$ cat src/rtl/fetch_queue.sv
// fetch_queue: fetch PC owner, in-order imem requester and instruction FIFO ahead of IF/ID.
// Optional FETCH_QUEUE_BYPASS_EN: a response reaching an empty queue is presented in the same cycle.
module fetch_queue #(
    parameter int          DEPTH    = 4,
    parameter logic [31:0] RESET_PC = 32'h0000_0000,
    parameter logic [31:0] PC_STEP  = 32'd1
) (
    input  logic                     clk,
    input  logic                     reset,
    input  logic                     redirect_valid,
    input  logic [31:0]              redirect_pc,
    output logic                     mem_req_valid,
    input  logic                     mem_req_ready,
    output logic [31:0]              mem_req_addr,
    input  logic                     mem_rsp_valid,
    input  logic [31:0]              mem_rsp_data,
    output logic                     out_valid,
    input  logic                     out_ready,
    output logic [31:0]              out_instruction,
    output logic [31:0]              out_pc,
    output logic [$clog2(DEPTH):0]   occupancy
);

    localparam int AW = $clog2(DEPTH);
    localparam int CW = AW + 1;

    logic [31:0]   fetch_pc_q, fetch_pc_d;
    logic [CW-1:0] outstanding_q, outstanding_d;
    logic [CW-1:0] drop_q, drop_d;
    logic [CW-1:0] count_q, count_d;
    logic [AW-1:0] head_q, head_d, tail_q, tail_d;
    logic [AW-1:0] tag_rd_q, tag_rd_d, tag_wr_q, tag_wr_d;
    logic [31:0]   instr_q [DEPTH];
    logic [31:0]   instr_d [DEPTH];
    logic [31:0]   pc_q [DEPTH];
    logic [31:0]   pc_d [DEPTH];
    logic [31:0]   tag_q [DEPTH];
    logic [31:0]   tag_d [DEPTH];

    logic [CW:0]   inflight_sum;
    logic [CW-1:0] pend_cnt;
    logic          accept, rsp, dropping, keep;
    logic          fifo_empty, push, pop_fifo;

    assign fifo_empty   = (count_q == '0);
    assign inflight_sum = {1'b0, count_q} + {1'b0, outstanding_q};

    assign mem_req_valid = !reset && !redirect_valid
                         && (inflight_sum < (CW+1)'(DEPTH));
    assign mem_req_addr  = fetch_pc_q;
    assign accept        = mem_req_valid && mem_req_ready;

    // Responses with nothing outstanding are spurious and ignored.
    assign rsp      = mem_rsp_valid && (outstanding_q != '0);
    assign dropping = rsp && (drop_q != '0);
    assign keep     = rsp && (drop_q == '0) && !redirect_valid && !reset;
    assign pend_cnt = outstanding_q - CW'(rsp);
    assign occupancy = count_q;

`ifdef FETCH_QUEUE_BYPASS_EN
    logic bypass;
    assign bypass    = keep && fifo_empty;
    assign out_valid = !fifo_empty || bypass;
    assign push      = keep && !(bypass && out_ready);
    assign pop_fifo  = out_valid && out_ready && !fifo_empty;

    always_comb begin
        out_instruction = '0;
        out_pc          = '0;
        if (!fifo_empty) begin
            out_instruction = instr_q[head_q];
            out_pc          = pc_q[head_q];
        end else if (bypass) begin
            out_instruction = mem_rsp_data;
            out_pc          = tag_q[tag_rd_q];
        end
    end
`else
    assign out_valid       = !fifo_empty;
    assign push            = keep;
    assign pop_fifo        = out_valid && out_ready;
    assign out_instruction = fifo_empty ? 32'h0 : instr_q[head_q];
    assign out_pc          = fifo_empty ? 32'h0 : pc_q[head_q];
`endif

    always_comb begin
        fetch_pc_d    = fetch_pc_q;
        outstanding_d = outstanding_q + CW'(accept) - CW'(rsp);
        drop_d        = drop_q;
        count_d       = count_q;
        head_d        = head_q;
        tail_d        = tail_q;
        tag_rd_d      = tag_rd_q;
        tag_wr_d      = tag_wr_q;
        instr_d       = instr_q;
        pc_d          = pc_q;
        tag_d         = tag_q;

        if (accept) begin
            fetch_pc_d      = fetch_pc_q + PC_STEP;
            tag_d[tag_wr_q] = fetch_pc_q;
            tag_wr_d        = tag_wr_q + AW'(1);
        end
        if (dropping)
            drop_d = drop_q - CW'(1);
        if (keep)
            tag_rd_d = tag_rd_q + AW'(1);
        if (push) begin
            instr_d[tail_q] = mem_rsp_data;
            pc_d[tail_q]    = tag_q[tag_rd_q];
            tail_d          = tail_q + AW'(1);
        end
        if (pop_fifo)
            head_d = head_q + AW'(1);
        count_d = count_q + CW'(push) - CW'(pop_fifo);

        // Everything still in flight after a redirect belongs to the wrong path.
        if (redirect_valid) begin
            fetch_pc_d = redirect_pc;
            drop_d     = outstanding_d;
            count_d    = '0;
            head_d     = '0;
            tail_d     = '0;
            tag_rd_d   = '0;
            tag_wr_d   = '0;
        end
    end

    always_ff @(posedge clk) begin
        if (reset) begin
            fetch_pc_q    <= RESET_PC;
            outstanding_q <= pend_cnt;
            drop_q        <= pend_cnt;
            count_q       <= '0;
            head_q        <= '0;
            tail_q        <= '0;
            tag_rd_q      <= '0;
            tag_wr_q      <= '0;
        end else begin
            fetch_pc_q    <= fetch_pc_d;
            outstanding_q <= outstanding_d;
            drop_q        <= drop_d;
            count_q       <= count_d;
            head_q        <= head_d;
            tail_q        <= tail_d;
            tag_rd_q      <= tag_rd_d;
            tag_wr_q      <= tag_wr_d;
        end
        instr_q <= instr_d;
        pc_q    <= pc_d;
        tag_q   <= tag_d;
    end

endmodule
$ cat config.mk
export PLATFORM = sky130hd
export DESIGN_NAME = fetch_queue
export DESIGN_NICKNAME = d
export VERILOG_FILES = /design/src/rtl/fetch_queue.sv
export SDC_FILE = /design/constraint.sdc
export NUM_CORES = 1
export LEC_CHECK = 0
export ABC_CLOCK_PERIOD_IN_PS = 5600
export CAP_MARGIN = 20
export CORE_MARGIN = 2
export CORE_UTILIZATION = 30
export CTS_BUF_LIST = sky130_fd_sc_hd__clkbuf_4 sky130_fd_sc_hd__clkbuf_8
export CTS_CLUSTER_DIAMETER = 200
export DETAILED_ROUTE_END_ITERATION = 16
export PLACE_DENSITY_LB_ADDON = 0.12
export SLEW_MARGIN = 0
export SYNTH_ARGS = -nofsm -noshare
export SYNTH_HDL_FRONTEND = slang
export SYNTH_SLANG_ARGS = --single-unit
$ cat constraint.sdc
create_clock -name clk -period 5.6 [get_ports clk]
set_input_delay 1.68 -clock clk [delete_from_list [all_inputs] [get_ports clk]]
set_output_delay 1.68 -clock clk [all_outputs]
set_load 0.02 [all_outputs]
; Word-level counts from Yosys, hierarchy flattened
; Cells that the tools add are included.
[word_totals]
register_bits = 433
elab_cells = 88
[classes]
bitwise_logic = 4
addsub = 12
n_lt_le_gt_ge = 7
n_mux = 24
reduce_logical = 21
[op_table]
columns = cell, n
row1 = 128-bit bitwise mux, 3
row2 = 32-bit two-way mux, 12
row3 = 32-bit binary-select mux with 2-bit select, 3
row4 = 32-bit demux with 2-bit select, 2
row5 = 32-bit by 1-bit adder with 32-bit output (second input constant), 1
row6 = 3-bit greater-or-equal comparator (second input constant), 4
row7 = 3-bit two-way mux, 4
row8 = 2-bit inverter with 3-bit output, 4
row9 = 1-bit logical AND, 11
row10 = 3-bit nonzero test, 3
row11 = 3-bit by 1-bit subtractor with 3-bit output, 3
row12 = 2-bit by 1-bit adder with 2-bit output (second input constant), 4
row13 = 3-bit by 1-bit adder with 3-bit output, 2
row14 = 3-bit zero test, 2
row15 = 3-bit by 1-bit less-than comparator with 1-bit output (second input constant), 2
row16 = 3-bit by 3-bit adder with 4-bit output, 1
row17 = 4-bit by 3-bit less-than comparator with 1-bit output (second input constant), 1
row18 = 1-bit zero test, 3
row19 = 3-bit by 1-bit subtractor with 3-bit output (second input constant), 1
row20 = 2-bit nonzero test, 1
row21 = 2-bit OR reduction, 1

; Logic depth before layout (Yosys ltp)
[logic_depth]
word_depth = 8
ltp_mapped = 15
ltp_nobuf = 13

; Least setup slack after synthesis
; Ideal clock, no wire load.
[synth_timing]
path_kind = input to register
start = in redirect_valid
end = reg instr_q[0] in the netlist's numbering (enable)
n_path_buf = 2
arrival_ns = 4.352
stages = 5
required_time_ns = 5.171
setup_ns = 0.429
path_slack_ns = 0.820
path_cell_list = buf_2 or2_2 clkbuf_1 nor3b_2 and2_1
[synth_between]
elab_chain_cells = 3
[synth_rtl]
columns = element, line_no
row1 = "start, declared", 10  ; input logic redirect_valid,
row2 = 1-bit zero test, 56  ; assign keep = rsp && (drop_q == '0) && !redirect_valid && !reset;
row3 = 1-bit logical AND (2 in series), 56
row4 = via keep, 42  ; logic accept, rsp, dropping, keep;
row5 = "end signal, assigned", 149  ; instr_q <= instr_d;
row6 = "end, declared", 33  ; logic [31:0] instr_q [DEPTH];
; The timed path passes the listed nets, and every way through them passes these cells.
; A chain may end at the register's enable or synchronous reset.

; Final worst setup path
[layout_timing]
start = in redirect_valid
end = out mem_req_valid
[layout_between]
elab_chain_cells = 3
[layout_rtl]
columns = element, line_no
row1 = 1-bit zero test, 48  ; assign mem_req_valid = !reset && !redirect_valid
row2 = 1-bit logical AND, 48
row3 = 1-bit logical AND, 49  ; && (inflight_sum < (CW+1)'(DEPTH));
row4 = "end, declared", 12  ; output logic mem_req_valid,
; No other way between the ends.

==> metrics.md <==
| Metric | Value |
|---|---|
| Area of the core | 56,700 um2 |
| Total Routed Length | 41.2 mm |
| Unique masters post-synth | 54 |
| CTS root buf | sky130_fd_sc_hd__clkbuf_8 |
| Clk slew on worst S/H paths | 0.06 ns |
| Cell count after synthesis | 942 |
| DIE HEIGHT | 244 um |
| Number of flops mapped to enable cells by yosys | 387 |
| Number of iterations in the first detailed-routing pass | 4 |
| Time the final worst path needs with I/O delays and setup | 4.98 ns |
| Antenna violation net count after detailed routing | 0 |
| Routed wire per std cell | 20.8 um |
| R2r worst-path depth | 13 |
| Post-layout total power | 7.04 mW |
| Starting density of the core | 30.5% |
| Setup violations, final | 0 |
| Cell depth of the worst hold path | 2 |
| Maximum clock insertion buffer count | 3 |
| Count of maximum capacitance violations | 0 |
| Setup tns final | 0 ns |
| Kind of critical path | in2out |
| Half-perimeter wire length after placement | 25.8 mm |
| Number of antenna cells inserted | 0 |
| Horizontal die dimension | 244 um |
| Synthesized area per cell | 18.4 um2 |
| Data arrival time at the worst-slack endpoint | 3.30 ns |
| Final standard cell area without fillers | 21,500 um2 |
| Number of placed instances with taps included | 1,845 |
| Power per cell area | 327 nW/um2 |
| Via total after detailed routing | 9,186 |
| Number of sinks driven by the clock tree | 433 |
| Most common library cell in the layout ignoring fill and taps | sky130_fd_sc_hd__edfxtp_1 |
| Critical path required time | 3.92 ns |
| Synth-to-layout area growth | 24.5% |
| Dpl ws | 0.629 ns |
| H-tree lvl count | 3 |
| Number of antenna violations at the first check in global routing | 1 |
| Resized cells post-CTS | 0 |
| Post-Syn Nets | 1,033 |
| Largest net degree at the start of global routing | 46 |
| DP Area | 20,000 um2 |
| Worst slew margin relative to its limit | 41.4% |
| Hold Path Origin | tag_wr_q[1] |
| Worst Tran Pin Value | 0.879 ns |
| Final hold viol count | 0 |
| Number of nets in the finished design | 1,258 |
| Period utilization | 88.9% |
| Smallest setup slack after layout | 0.622 ns |
| DRC violations left | 0 |
| Hold Path Sink | tag_wr_q[1] |
| Maximum ir drop on the vdd rail | 146 uV |
| Clock latency on the worst-skew pair | 0.63 ns |
| Yosys Warn Count | 0 |
| Async set-reset flop share out of synthesis | 0% |
| Capturing point of the worst reg2reg path | drop_q[2] |
| Final cell utilization of the core | 37.9% |
| Num CTS Buffers | 76 |
| Register-to-register setup slack | 2.26 ns |
| Run status | complete, no violations |
| Max-slew violations | 0 |
| Filler cell count | 5,293 |
| Unrepaired setup endpoints after global routing | no |
| Synth Flop Type | sky130_fd_sc_hd__edfxtp_1 |
| Number of cells in the finished layout apart from fillers | 1,977 |
| Clock tree from TritonCTS | done |
| Part of the Yosys area used for sequential elements | 72.5% |
| I/O pin total | 171 |
| Count of routing violations after the opening detailed-route iteration | 625 |
| Hold_buf cts | 0 |
| Endpoint type of the worst setup path | output pin |
| Type of the worst min-delay path | reg2reg |
| Highest net fanout along the worst path | 3 |
| Type of origin of the critical path | primary input |
| GP Congestion | 0.720 |
| Vias in the first global route | 9,779 |
| Worst Hold Margin | 0.507 ns |
| Ratio of cells with drive above 1 in the final layout | 21.8% |
| Post-CTS setup repair buffer count | 0 |
| Global-route usage over all layers | 14.2% |
| Wire length of the first global-routing pass | 62.9 mm |
| Launching point of the worst reg2reg path | occupancy[1] |
| Remaining global-route overflow | 0 |
| Row count | 87 |
| Fmax | 0.201 GHz |
| Worst clock skew | 0.0314 ns |
| Yosys reg bits | 433 |
| Count of buffers inserted at the top-level ports | 170 |
| Total leakage power | 6.85 nW |
| Synth Cell Area | 17,300 um2 |
| Commonest cells after routing, fill and taps aside | sky130_fd_sc_hd__edfxtp_1, sky130_fd_sc_hd__clkdlybuf4s50_1, sky130_fd_sc_hd__mux4_2 |
| Via-per-instance ratio | 4.65 |
| Die footprint | 59,600 um2 |
## area by class of cell
cell class / instances / area (um2) / share of cell area (%)
timing repair buffer: 197 / 1970 / 9.14
tap: 756 / 946 / 4.40
clock inverter: 25 / 208 / 0.965
sequential: 433 / 12600 / 58.3
clock buffer: 107 / 1300 / 6.06
multi-input combinational: 437 / 4460 / 20.7
inverter: 22 / 85.1 / 0.395
## routing by layer
layer  track usage (%)  part of all wire, %  vias to the layer above  wire length, um
met3              3.34                  4.9                       56             2020
met4              4.77                  1.9                        0              798
met5                 0                    0                        -                0
met1              19.7                   47                     4683            19300
li1                  -                    -                     4203                -
met2              21.9                   46                      244            19100
## logic make-up after synthesis
group / share of synthesized area [%]
and+or+nand+nor: 7.36
AOI/OAI and AO/OA: 2.76
adders and majority gates: 1.61
DFF: 72.5
buffers and inverters: 1.74
muxes: 13.0
xor gates and xnor gates: 0.963
## worst max path at each step
| stage | to | from | depth (start not counted) |
|---|---|---|---|
| detailed placement | mem_req_valid | redirect_valid | 4 |
| CTS | mem_req_valid | redirect_valid | 4 |
| floorplan | instr_q[0] | redirect_valid | 5 |
| global placement | mem_req_valid | redirect_valid | 4 |
| global route | mem_req_valid | redirect_valid | 4 |
| finish | mem_req_valid | redirect_valid | 4 |
## registers in the layout (all words and copies together), names as in the netlist
register / cells
tail_q: 2
drop_q: 3
tag_rd_q: 2
tag_wr_q: 2
occupancy: 3
head_q: 2
outstanding_q: 3
mem_req_addr: 32
tag_q: 128
instr_q: 128
pc_q: 128
## power breakdown
group	internal, mW	total [mW]	switching (mW)
logic	0.213	0.458	0.244
clock network	1.67	2.91	1.24
registers	3.59	3.67	0.0812
## cells in the mapped netlist (8+ instances only)
library cell	count	share of area (%)
sky130_fd_sc_hd__nand3_1	15	0.43
sky130_fd_sc_hd__or3_1	8	0.29
sky130_fd_sc_hd__mux4_2	96	13
sky130_fd_sc_hd__nor2_1	41	0.89
sky130_fd_sc_hd__a21oi_1	23	0.67
sky130_fd_sc_hd__buf_2	11	0.32
sky130_fd_sc_hd__xnor2_1	11	0.56
sky130_fd_sc_hd__xor2_1	8	0.41
sky130_fd_sc_hd__nand4_1	17	0.62
sky130_fd_sc_hd__o21ai_0	12	0.35
sky130_fd_sc_hd__nand2_1	28	0.61
sky130_fd_sc_hd__ha_1	19	1.4
sky130_fd_sc_hd__a31oi_1	14	0.51
sky130_fd_sc_hd__and2_1	76	2.8
sky130_fd_sc_hd__dfxtp_1	46	5.3
sky130_fd_sc_hd__clkbuf_1	30	0.65
sky130_fd_sc_hd__inv_1	21	0.46
sky130_fd_sc_hd__edfxtp_1	387	67
## worst max-delay path: stages
cell	delay, ns
sky130_fd_sc_hd__clkdlybuf4s50_1	0.50
sky130_fd_sc_hd__nor4_4	0.35
sky130_fd_sc_hd__and2_1	0.17
sky130_fd_sc_hd__clkdlybuf4s50_1	0.60
No activity file was read; power rests on OpenSTA's default activity.
